## src/rtl/stack_pkg.sv

```systemverilog
// Shared definitions for the bit-stack register and its command sequencer.
package stack_pkg;

    // Stack modes, shared bit-for-bit with the downstream stack register
    typedef enum logic [2:0] {
        MODE_IDLE  = 3'b000,
        MODE_PUSH  = 3'b001,
        MODE_POP   = 3'b010,
        MODE_SWAP  = 3'b011,
        MODE_RESET = 3'b111
    } stack_mode_e;

    // Sequencer opcodes
    typedef enum logic [2:0] {
        OP_NOP   = 3'b000,
        OP_PUSHN = 3'b001,
        OP_POPN  = 3'b010,
        OP_SWAP  = 3'b011,
        OP_DUP   = 3'b100,
        OP_NOT   = 3'b101,
        OP_BINOP = 3'b110,
        OP_CLEAR = 3'b111
    } cmd_op_e;

    // BINOP function select (cmd_data[1:0])
    typedef enum logic [1:0] {
        FN_AND  = 2'b00,
        FN_OR   = 2'b01,
        FN_XOR  = 2'b10,
        FN_NAND = 2'b11
    } binop_fn_e;

    // Sequencer FSM states
    typedef enum logic [1:0] {
        S_INIT = 2'b00,
        S_IDLE = 2'b01,
        S_EXEC = 2'b10
    } seq_state_e;

    // Evaluate the BINOP function on the two top-of-stack bits
    function automatic logic binop_eval(input logic [1:0] fn, input logic a, input logic b);
        logic r;
        r = 1'b0;
        case (fn)
            FN_AND:  r = a & b;
            FN_OR:   r = a | b;
            FN_XOR:  r = a ^ b;
            FN_NAND: r = ~(a & b);
            default: r = 1'b0;
        endcase
        return r;
    endfunction

endpackage

```

## src/rtl/stack_step_rom.sv

```systemverilog
// Combinational step table: (op, data, step index, latched q) -> (mode, push bit, last step).
module stack_step_rom
    import stack_pkg::*;
(
    input  logic [2:0] op,
    input  logic [3:0] data,
    input  logic [1:0] idx,
    input  logic [1:0] q,
    output logic [2:0] mode,
    output logic       d,
    output logic       last
);

    // Decode one step of the selected command; d is 0 unless the step is a PUSH
    always_comb begin
        mode = MODE_IDLE;
        d    = 1'b0;
        last = 1'b1;
        case (op)
            OP_PUSHN: begin
                mode = MODE_PUSH;
                d    = data[2'd3 - idx];
                last = (idx == 2'd3);
            end
            OP_POPN: begin
                mode = MODE_POP;
                last = (idx == data[1:0]);
            end
            OP_SWAP: begin
                mode = MODE_SWAP;
            end
            OP_DUP: begin
                mode = MODE_PUSH;
                d    = q[0];
            end
            OP_NOT: begin
                if (idx == 2'd0) begin
                    mode = MODE_POP;
                    last = 1'b0;
                end else begin
                    mode = MODE_PUSH;
                    d    = ~q[0];
                end
            end
            OP_BINOP: begin
                if (idx != 2'd2) begin
                    mode = MODE_POP;
                    last = 1'b0;
                end else begin
                    mode = MODE_PUSH;
                    d    = binop_eval(data[1:0], q[0], q[1]);
                end
            end
            OP_CLEAR: begin
                mode = MODE_RESET;
            end
            default: begin
                mode = MODE_IDLE;
            end
        endcase
    end

endmodule

```

## src/rtl/stack_cmd_sequencer.sv

```systemverilog
// Command sequencer for the bit-stack register: expands one command into
// consecutive stack steps and tracks stack depth and overflow/underflow.
module stack_cmd_sequencer
    import stack_pkg::*;
#(
    parameter int DEPTH = 8
) (
    input  logic                         clk,
    input  logic                         rst_n,
    input  logic                         cmd_valid,
    output logic                         cmd_ready,
    input  logic [2:0]                   cmd_op,
    input  logic [3:0]                   cmd_data,
    input  logic [1:0]                   stack_q,
    output logic [2:0]                   stack_mode,
    output logic                         stack_d,
    output logic                         busy,
    output logic [$clog2(DEPTH+1)-1:0]   depth,
    output logic                         err
);

    localparam int             DW        = $clog2(DEPTH + 1);
    localparam logic [DW-1:0]  DEPTH_MAX = DW'(DEPTH);

    seq_state_e  state;
    logic [2:0]  op_r;
    logic [3:0]  data_r;
    logic [1:0]  q_r;
    logic [1:0]  idx;
    logic        last_r;

    logic [2:0]  rom_op;
    logic [3:0]  rom_data;
    logic [1:0]  rom_idx;
    logic [1:0]  rom_q;
    logic [2:0]  rom_mode;
    logic        rom_d;
    logic        rom_last;

    assign cmd_ready = (state == S_IDLE);

    // The ROM looks up step 0 from the live command while idle so the first
    // step is registered at the accept edge; during EXEC it looks up the next step.
    always_comb begin
        rom_op   = cmd_op;
        rom_data = cmd_data;
        rom_q    = stack_q;
        rom_idx  = 2'd0;
        if (state == S_EXEC) begin
            rom_op   = op_r;
            rom_data = data_r;
            rom_q    = q_r;
            rom_idx  = idx + 2'd1;
        end
    end

    stack_step_rom u_rom (
        .op   (rom_op),
        .data (rom_data),
        .idx  (rom_idx),
        .q    (rom_q),
        .mode (rom_mode),
        .d    (rom_d),
        .last (rom_last)
    );

    // Sequencer FSM with registered stack mode, push bit and busy
    always_ff @(posedge clk) begin
        if (!rst_n) begin
            state      <= S_INIT;
            stack_mode <= MODE_RESET;
            stack_d    <= 1'b0;
            busy       <= 1'b0;
            op_r       <= '0;
            data_r     <= '0;
            q_r        <= '0;
            idx        <= '0;
            last_r     <= 1'b0;
        end else begin
            case (state)
                S_INIT: begin
                    state      <= S_IDLE;
                    stack_mode <= MODE_IDLE;
                    stack_d    <= 1'b0;
                end
                S_IDLE: begin
                    if (cmd_valid) begin
                        op_r   <= cmd_op;
                        data_r <= cmd_data;
                        q_r    <= stack_q;
                        if (cmd_op != OP_NOP) begin
                            state      <= S_EXEC;
                            busy       <= 1'b1;
                            stack_mode <= rom_mode;
                            stack_d    <= rom_d;
                            last_r     <= rom_last;
                            idx        <= '0;
                        end
                    end
                end
                S_EXEC: begin
                    if (last_r) begin
                        state      <= S_IDLE;
                        busy       <= 1'b0;
                        stack_mode <= MODE_IDLE;
                        stack_d    <= 1'b0;
                    end else begin
                        idx        <= idx + 2'd1;
                        stack_mode <= rom_mode;
                        stack_d    <= rom_d;
                        last_r     <= rom_last;
                    end
                end
                default: begin
                    state      <= S_INIT;
                    stack_mode <= MODE_RESET;
                    stack_d    <= 1'b0;
                    busy       <= 1'b0;
                end
            endcase
        end
    end

    // Depth and error tracking, updated on the edge where the stack applies the mode on the port
    always_ff @(posedge clk) begin
        if (!rst_n) begin
            depth <= '0;
            err   <= 1'b0;
        end else begin
            case (stack_mode)
                MODE_PUSH: begin
                    if (depth == DEPTH_MAX) err <= 1'b1;
                    else                    depth <= depth + DW'(1);
                end
                MODE_POP: begin
                    if (depth == '0) err <= 1'b1;
                    else             depth <= depth - DW'(1);
                end
                MODE_SWAP: begin
                    if (depth < DW'(2)) err <= 1'b1;
                end
                MODE_RESET: begin
                    depth <= '0;
                    err   <= 1'b0;
                end
                default: begin
                end
            endcase
        end
    end

endmodule

```

## config.mk

```make
export PLATFORM = sky130hd
export DESIGN_NAME = stack_cmd_sequencer
export DESIGN_NICKNAME = d
export VERILOG_FILES = /design/src/rtl/stack_pkg.sv /design/src/rtl/stack_step_rom.sv /design/src/rtl/stack_cmd_sequencer.sv
export SDC_FILE = /design/constraint.sdc
export NUM_CORES = 1
export LEC_CHECK = 0
export ABC_AREA = 1
export CORE_ASPECT_RATIO = 0.5
export CORE_MARGIN = 2
export CORE_UTILIZATION = 54
export CTS_CLUSTER_DIAMETER = 60
export CTS_CLUSTER_SIZE = 25
export DETAILED_ROUTE_END_ITERATION = 6
export PLACE_DENSITY_LB_ADDON = 0.1
export REMOVE_ABC_BUFFERS = 1
export SLEW_MARGIN = 10
export SYNTH_ARGS = -nofsm -noshare
export SYNTH_HDL_FRONTEND = slang
export SYNTH_SLANG_ARGS = --single-unit
```

## constraint.sdc

```tcl
create_clock -name clk -period 2.4 [get_ports clk]
set_clock_uncertainty 0.15 [all_clocks]
set_input_delay 0.48 -clock clk [delete_from_list [all_inputs] [get_ports clk]]
set_output_delay 0.48 -clock clk [all_outputs]
set_load 0.05 [all_outputs]
```

After elaboration in Yosys (flattened, before gate mapping)
Index checks and enable logic that the tools add are counted.
{"block": "totals", "regBits": 24, "in_bits": 12, "out_inout_bits": 11}
{"block": "classes", "addsub": 4, "magnitude_cmp": 2, "n_eq_ne": 29, "mux": 47, "bitwise": 6, "reduce_logical": 17}
{"op": "two-way mux 2 bit", "count": 10}
{"op": "inequality test 2 bit, second input constant", "count": 9}
{"op": "case mux 3 bit (6 select lines)", "count": 1}
{"op": "two-way mux 1 bit", "count": 17}
{"op": "case mux 1 bit (4 select lines)", "count": 4}
{"op": "== test 3 bit, second input constant", "count": 5}
{"op": "== test 3 x 2 -> 1 bit, second input constant", "count": 4}
{"op": "two-way mux 3 bit", "count": 4}
{"op": "two-way mux 4 bit", "count": 3}
{"op": "case mux 4 bit (3 select lines)", "count": 1}
{"op": "AND reduction 4 bit", "count": 3}
{"op": "case mux 3 bit (3 select lines)", "count": 1}
{"op": "AND reduction 3 bit", "count": 3}
{"op": "== test 2 bit, second input constant", "count": 4}
{"op": "== test 3 x 1 -> 1 bit, second input constant", "count": 2}
{"op": "zero test 2 bit", "count": 3}
{"op": "case mux 2 bit (3 select lines)", "count": 1}
{"op": "nonzero test 3 bit", "count": 2}
{"op": "adder 4 x 1 -> 4 bit, second input constant", "count": 1}
{"op": "== test 2 x 1 -> 1 bit, second input constant", "count": 2}
{"op": "== test 4 bit, second input constant", "count": 1}
{"op": "zero test 4 bit", "count": 1}
{"op": "less-than comparator 4 x 2 -> 1 bit, second input constant", "count": 1}
{"op": "case mux 1 bit (2 select lines)", "count": 2}
{"op": "17 further kinds", "count": 20}

Depth between registers and ports, before layout
{"block": "logic_depth", "depth_word": 10, "mapped_depth": 15, "mapped_depth_nobuf": 14}

By module
Synthesis repeated with hierarchy kept, for this count alone.
{"block": "hier_totals", "cells_unflattened": 269, "hier_area_um2": 1682.9}
{"mod": "stack_cmd_sequencer", "n_inst": 1, "cells_each": 203, "area_each_um2": 1332.5}
{"mod": "stack_step_rom", "n_inst": 1, "cells_each": 66, "area_each_um2": 350.3}

Worst setup path after synthesis
No wires, ideal clock.
{"block": "synth_timing", "path_type": "reg2reg", "startpoint": "register state[0]", "endpoint": "register stack_mode[1]", "setup_time_ns": 0.123, "arrival_time_ns": 1.890, "path_slack_ns": 0.237, "path_stages_with_launch": 15, "path_buffers": 1, "period_less_slack_ns": 2.163, "cell_sequence": "dfxtp_1 inv_1 ha_1 buf_6 o21ai_0 inv_1 ha_1 nand2_1 nand2_1 a21oi_1 nand2_1 nand2_1 nand2_1 o21ai_0 nand2_1"}
{"block": "synth_via", "elab_chain_len": 8, "word_cells_on_any_way": 25, "cone_classes": "eq/ne: 12; mux: 9; reduce/logical: 4"}
{"element": "from (decl)", "line": "stack_cmd_sequencer.sv:25", "rtl": "seq_state_e state;"}
{"element": "from (signal assigned)", "line": "stack_cmd_sequencer.sv:70", "rtl": "state <= S_INIT;"}
{"element": "from (signal assigned)", "line": "stack_cmd_sequencer.sv:82", "rtl": "state <= S_IDLE;"}
{"element": "from (signal assigned)", "line": "stack_cmd_sequencer.sv:92", "rtl": "state <= S_EXEC;"}
{"element": "== test 2 bit", "line": "stack_cmd_sequencer.sv:49, stack_cmd_sequencer.sv:80"}
{"element": "two-way mux 3 bit or two-way mux 2 bit (tied branches)", "line": "stack_cmd_sequencer.sv:49", "rtl": "if (state == S_EXEC) begin"}
{"element": "== test 3 x 1 -> 1 bit, or another cell as far along", "line": "stack_step_rom.sv:19", "rtl": "case (op)"}
{"element": "OR reduction 2 bit (no line), or another cell as far along"}
{"element": "case mux 3 bit (6 select lines)", "line": "stack_step_rom.sv:19"}
{"element": "two-way mux 3 bit", "line": "stack_cmd_sequencer.sv:91", "rtl": "if (cmd_op != OP_NOP) begin"}
{"element": "two-way mux 3 bit", "line": "stack_cmd_sequencer.sv:87", "rtl": "if (cmd_valid) begin"}
{"element": "case mux 3 bit (3 select lines)", "line": "stack_cmd_sequencer.sv:80", "rtl": "case (state)"}
{"element": "to (signal assigned)", "line": "stack_cmd_sequencer.sv:94", "rtl": "stack_mode <= rom_mode;"}
{"element": "to (signal assigned)", "line": "stack_cmd_sequencer.sv:109", "rtl": "stack_mode <= rom_mode;"}
{"element": "to (decl)", "line": "stack_cmd_sequencer.sv:15", "rtl": "output logic [2:0] stack_mode,"}
Parallel ways exist; a longest one is shown, timed or not. The select of a mux whose other input is x is not followed.
A chain may end at the register's enable or synchronous reset.

Worst setup path in the final report
{"block": "layout_timing", "startpoint": "register state[0]", "endpoint": "register stack_mode[0]"}
The elaborated chain is that of the path after synthesis.

==> summary.md <==
For this design the static power due to leakage is 0.000926 uW. For this run, the top clock speed supported by timing is 445 MHz. The tools report the number of diodes as 0.

The cell with the most instances on the worst path was nand2_1. The analysis attributes to net switching a power of 636 uW. The tools report the via count of the first global-routing pass as 1424.

The power share of the combinational group is 0.437, and the clock group share of total power is 0.228. The floorplan step defined a die boundary enclosing 3550 um2. The sequential area share after synthesis came out at 0.291.

The post-layout worst setup margin was 0.152 ns. The largest individual stage delay along the critical path comes from the cell dfxtp_2. TritonCTS built the clock tree. The final count of negative-setup-slack endpoints was 0. Port buffering added 22 buffers.

The tools report the kind of capture point of the worst setup path as a flop. The pin slew with the least headroom to its limit came out at 0.492 ns. The run gives 0.669 as the headroom to the max-slew limit. For this block, the routed nets add up to 3740 um of wire. Counting I/O delays and the setup requirement, the final critical path takes 2.25 ns. The flow ran to the end, and the final reports show no timing, DRC or antenna violations. The critical path crosses 13 cells after its start point.

The total vias in the final route is 1642. For the largest voltage drop on the vdd net, the log shows 0.417 mV. Hold is met by 0.305 ns.

The maximum number of buffers from clock root to sink came out at 2. The largest net degree at the start of global routing was 17. The number of max-cap violations was 0. In this design, the stage delay of the slowest critical-path cell is 0.34 ns.

The portion of the clock cycle consumed by the worst path in the final layout was 0.937; the die height was 43.1 um. Counting cells, the worst reg-to-reg path comes to 13. The logs give 2.42 ns for the data required time of the worst path and 0 for the count of final max-slew check failures. The number of unique standard cell types used by synthesis is 30.

STA classifies the critical path startpoint as a flop. The net switching fraction of the power came out at 0.403. The yosys synthesis warning count is 0, and the starting density of the core is 0.558. Root cell of the clock tree: clkbuf_8.

Along the worst path, the maximum fanout reaches 10. The congestion estimate from routability-driven global placement came to 0.892. After detailed placement, the total cell area comes to 1940 um2. In the routed design, unresolved DRC markers number 0.

The tools report the final cell area excluding filler cells as 2020 um2. 23 I/O pins were placed. The run gives 3 as the total CTS buffers. In this run the worst setup path terminates at stack_mode[0].

Before antenna repair, the detailed router went through 4 iterations. The logs give 1650 um2 for the post-synthesis cell area and 2790 um for the detailed placer's ending HPWL. Counting every instance in the synthesized netlist gives 252. Global routing finished with a remaining overflow of 0.

The proportion of layout cells with a drive suffix above 1 is 0.111. Dividing the detail-routed via count by the number of cells gives 5.13. The critical path starts at state[0].

Post-route core utilization: 0.684. The worst register-to-register path ends at stack_mode[0]. The DRC marker count from the first detailed-route iteration was 62.

For this run, the post-layout net count is 305. The worst setup slack after placement is -0.0226 ns, and the core box area is 2960 um2. The number of buffers and inverters on the critical path is 3. The filler cells instantiated in the layout total 265. In this run the remaining antenna-violating nets after routing total 0.

The CTS H-tree depth was 1; the mean area per synthesized cell was 6.56 um2. After clock tree synthesis, the clock-pin slew on the worst setup and hold paths is 0.09 ns. The startpoint identified for the worst register-to-register timing path is state[0]. The signal on the critical path passes through inv_1 > ha_1 > buf_4 > nand2_1 > o21ai_4 > inv_1 > ha_1 > nand3_1 > nand2_1 > o21ai_1 > nand2_1 > o21ai_0 > nand2_1. The tools report the fraction of power consumed by sequential logic as 0.335. The area added between synthesis and finish was 22.5%; the power density over the cells was 779 nW/um2.

The tools report the total count of hold-check failures in the final report as 0. The tools report the data arrival time of the critical path as 2.26 ns. Row generation in the floorplan step produced 14 rows.

In this run the worst hold path is classified as flop to flop. After routing, the total negative slack on setup checks comes to 0 ns. Setup slack on the worst reg-to-reg path comes out at 0.15 ns. Leaving out fill and tap cells, the most frequent cells in the layout are nand2_1, inv_1, nor2_1, dfxtp_1, clkdlybuf4s50_1. The first global-routing pass estimated 6290 um of wire. The critical path is of the flop to flop type. The die is 82.2 um wide.

For the number of antenna violations at the first check in global routing, the log shows 0. Footprint of the flip-flops and latches: 482 um2. The mean routed wirelength per cell is 11.7 um, and the number of hold buffers added after CTS is 0. The most common cell after layout, fill and taps aside is nand2_1. The cell depth of the worst hold path is 2, and the internal power component is 941 uW.

The total track usage is 0.233. In the final layout, the multi-input gates occupy 1020 um2. The number of synthesized register bits is 24.

Insertion delay to the later sink of the worst-skew pair: 0.27 ns. Clock tree synthesis found a total of 24 sinks. The kind of cell with the highest combined delay along the critical path is simple AND/OR/NAND/NOR gates.
## registers in the layout (all words and copies together), names as in the netlist
register    flops
busy            1
data_r          4
depth           4
err             1
idx             2
last_r          1
op_r            3
q_r             2
stack_d         1
stack_mode      3
state           2
## layer usage
layer	global-route usage	vias up	wire, um
li1	-	873	-
met1	0.312	732	1830
met2	0.387	35	1730
met3	0.0511	2	160
met4	0.0400	0	19
met5	0	-	0
## cells by family (layout without fill, tap and decap cells)
group           after synthesis  count (layout)  share of synthesized area
flops                        24              24                      0.291
fa+ha+maj                    12              12                     0.0954
simple gates                120             120                      0.310
buf+inv                      40              68                     0.0999
xor+xnor                      3               3                     0.0159
compound gates               53              53                      0.188
## power by group through the flow
stage                     Clock [uW]  Sequential [uW]  Combinational (uW)
after floorplan                    0              621                 397
after global placement             0              533                 663
after detailed placement           0              536                 675
after CTS                        373              527                 682
after global routing             385              539                 769
final                            359              529                 689
## cells in the mapped netlist, drive strengths merged
| master | number | area share |
|---|---|---|
| and2 | 1 | 0.0038 |
| a21oi | 21 | 0.075 |
| clkbuf | 3 | 0.0068 |
| nand3b | 1 | 0.0045 |
| dfxtp | 24 | 0.29 |
| nand3 | 15 | 0.045 |
| inv | 35 | 0.079 |
| o22ai | 1 | 0.0038 |
| ha | 11 | 0.083 |
| nor2 | 27 | 0.064 |
| xnor2 | 2 | 0.011 |
| nand2 | 70 | 0.17 |
| fa | 1 | 0.012 |
| nor3 | 2 | 0.0061 |
| a211oi | 1 | 0.0045 |
| nand4 | 3 | 0.011 |
| and3 | 1 | 0.0038 |
| buf | 2 | 0.014 |
| o31ai | 2 | 0.0091 |
| o21ai | 24 | 0.077 |
| o211ai | 4 | 0.018 |
| xor2 | 1 | 0.0053 |
## area by class of cell
cell class / count / area share
clock buffers: 3 / 0.0204
clock inverters: 1 / 0.0148
inverters: 35 / 0.0649
multi-input cells: 188 / 0.504
flip-flops and latches: 24 / 0.238
well taps: 40 / 0.0247
repair buffers: 29 / 0.133
## per-stage QoR
step / power, uW / std cells
2_1_floorplan: 1020 / 247
3_3_place_gp: 1200 / 316
3_5_place_dp: 1210 / 316
4_1_cts: 1580 / 320
5_1_grt: 1690 / 320
6_report: 1580 / 320
## worst min-delay path by stage
stage              start         to  slack, ns
5_1_grt        data_r[2]  data_r[2]       0.33
2_1_floorplan    op_r[1]    op_r[1]       0.28
3_5_place_dp   data_r[2]  data_r[2]       0.30
6_report       data_r[2]  data_r[2]       0.31
4_1_cts        data_r[2]  data_r[2]       0.31
3_3_place_gp   data_r[2]  data_r[2]       0.29
## tightest hold or removal path, stage by stage (launching register included)
cell and delay, ns:
dfxtp_1 0.31, inv_1 0.06, a21oi_1 0.05
## repair_timing
item	4_1_cts	5_1_grt
setup buffers	0	0
resized for setup	0	4
endpoints found under the setup margin	0	4
Power figures use the tool's default switching activity.
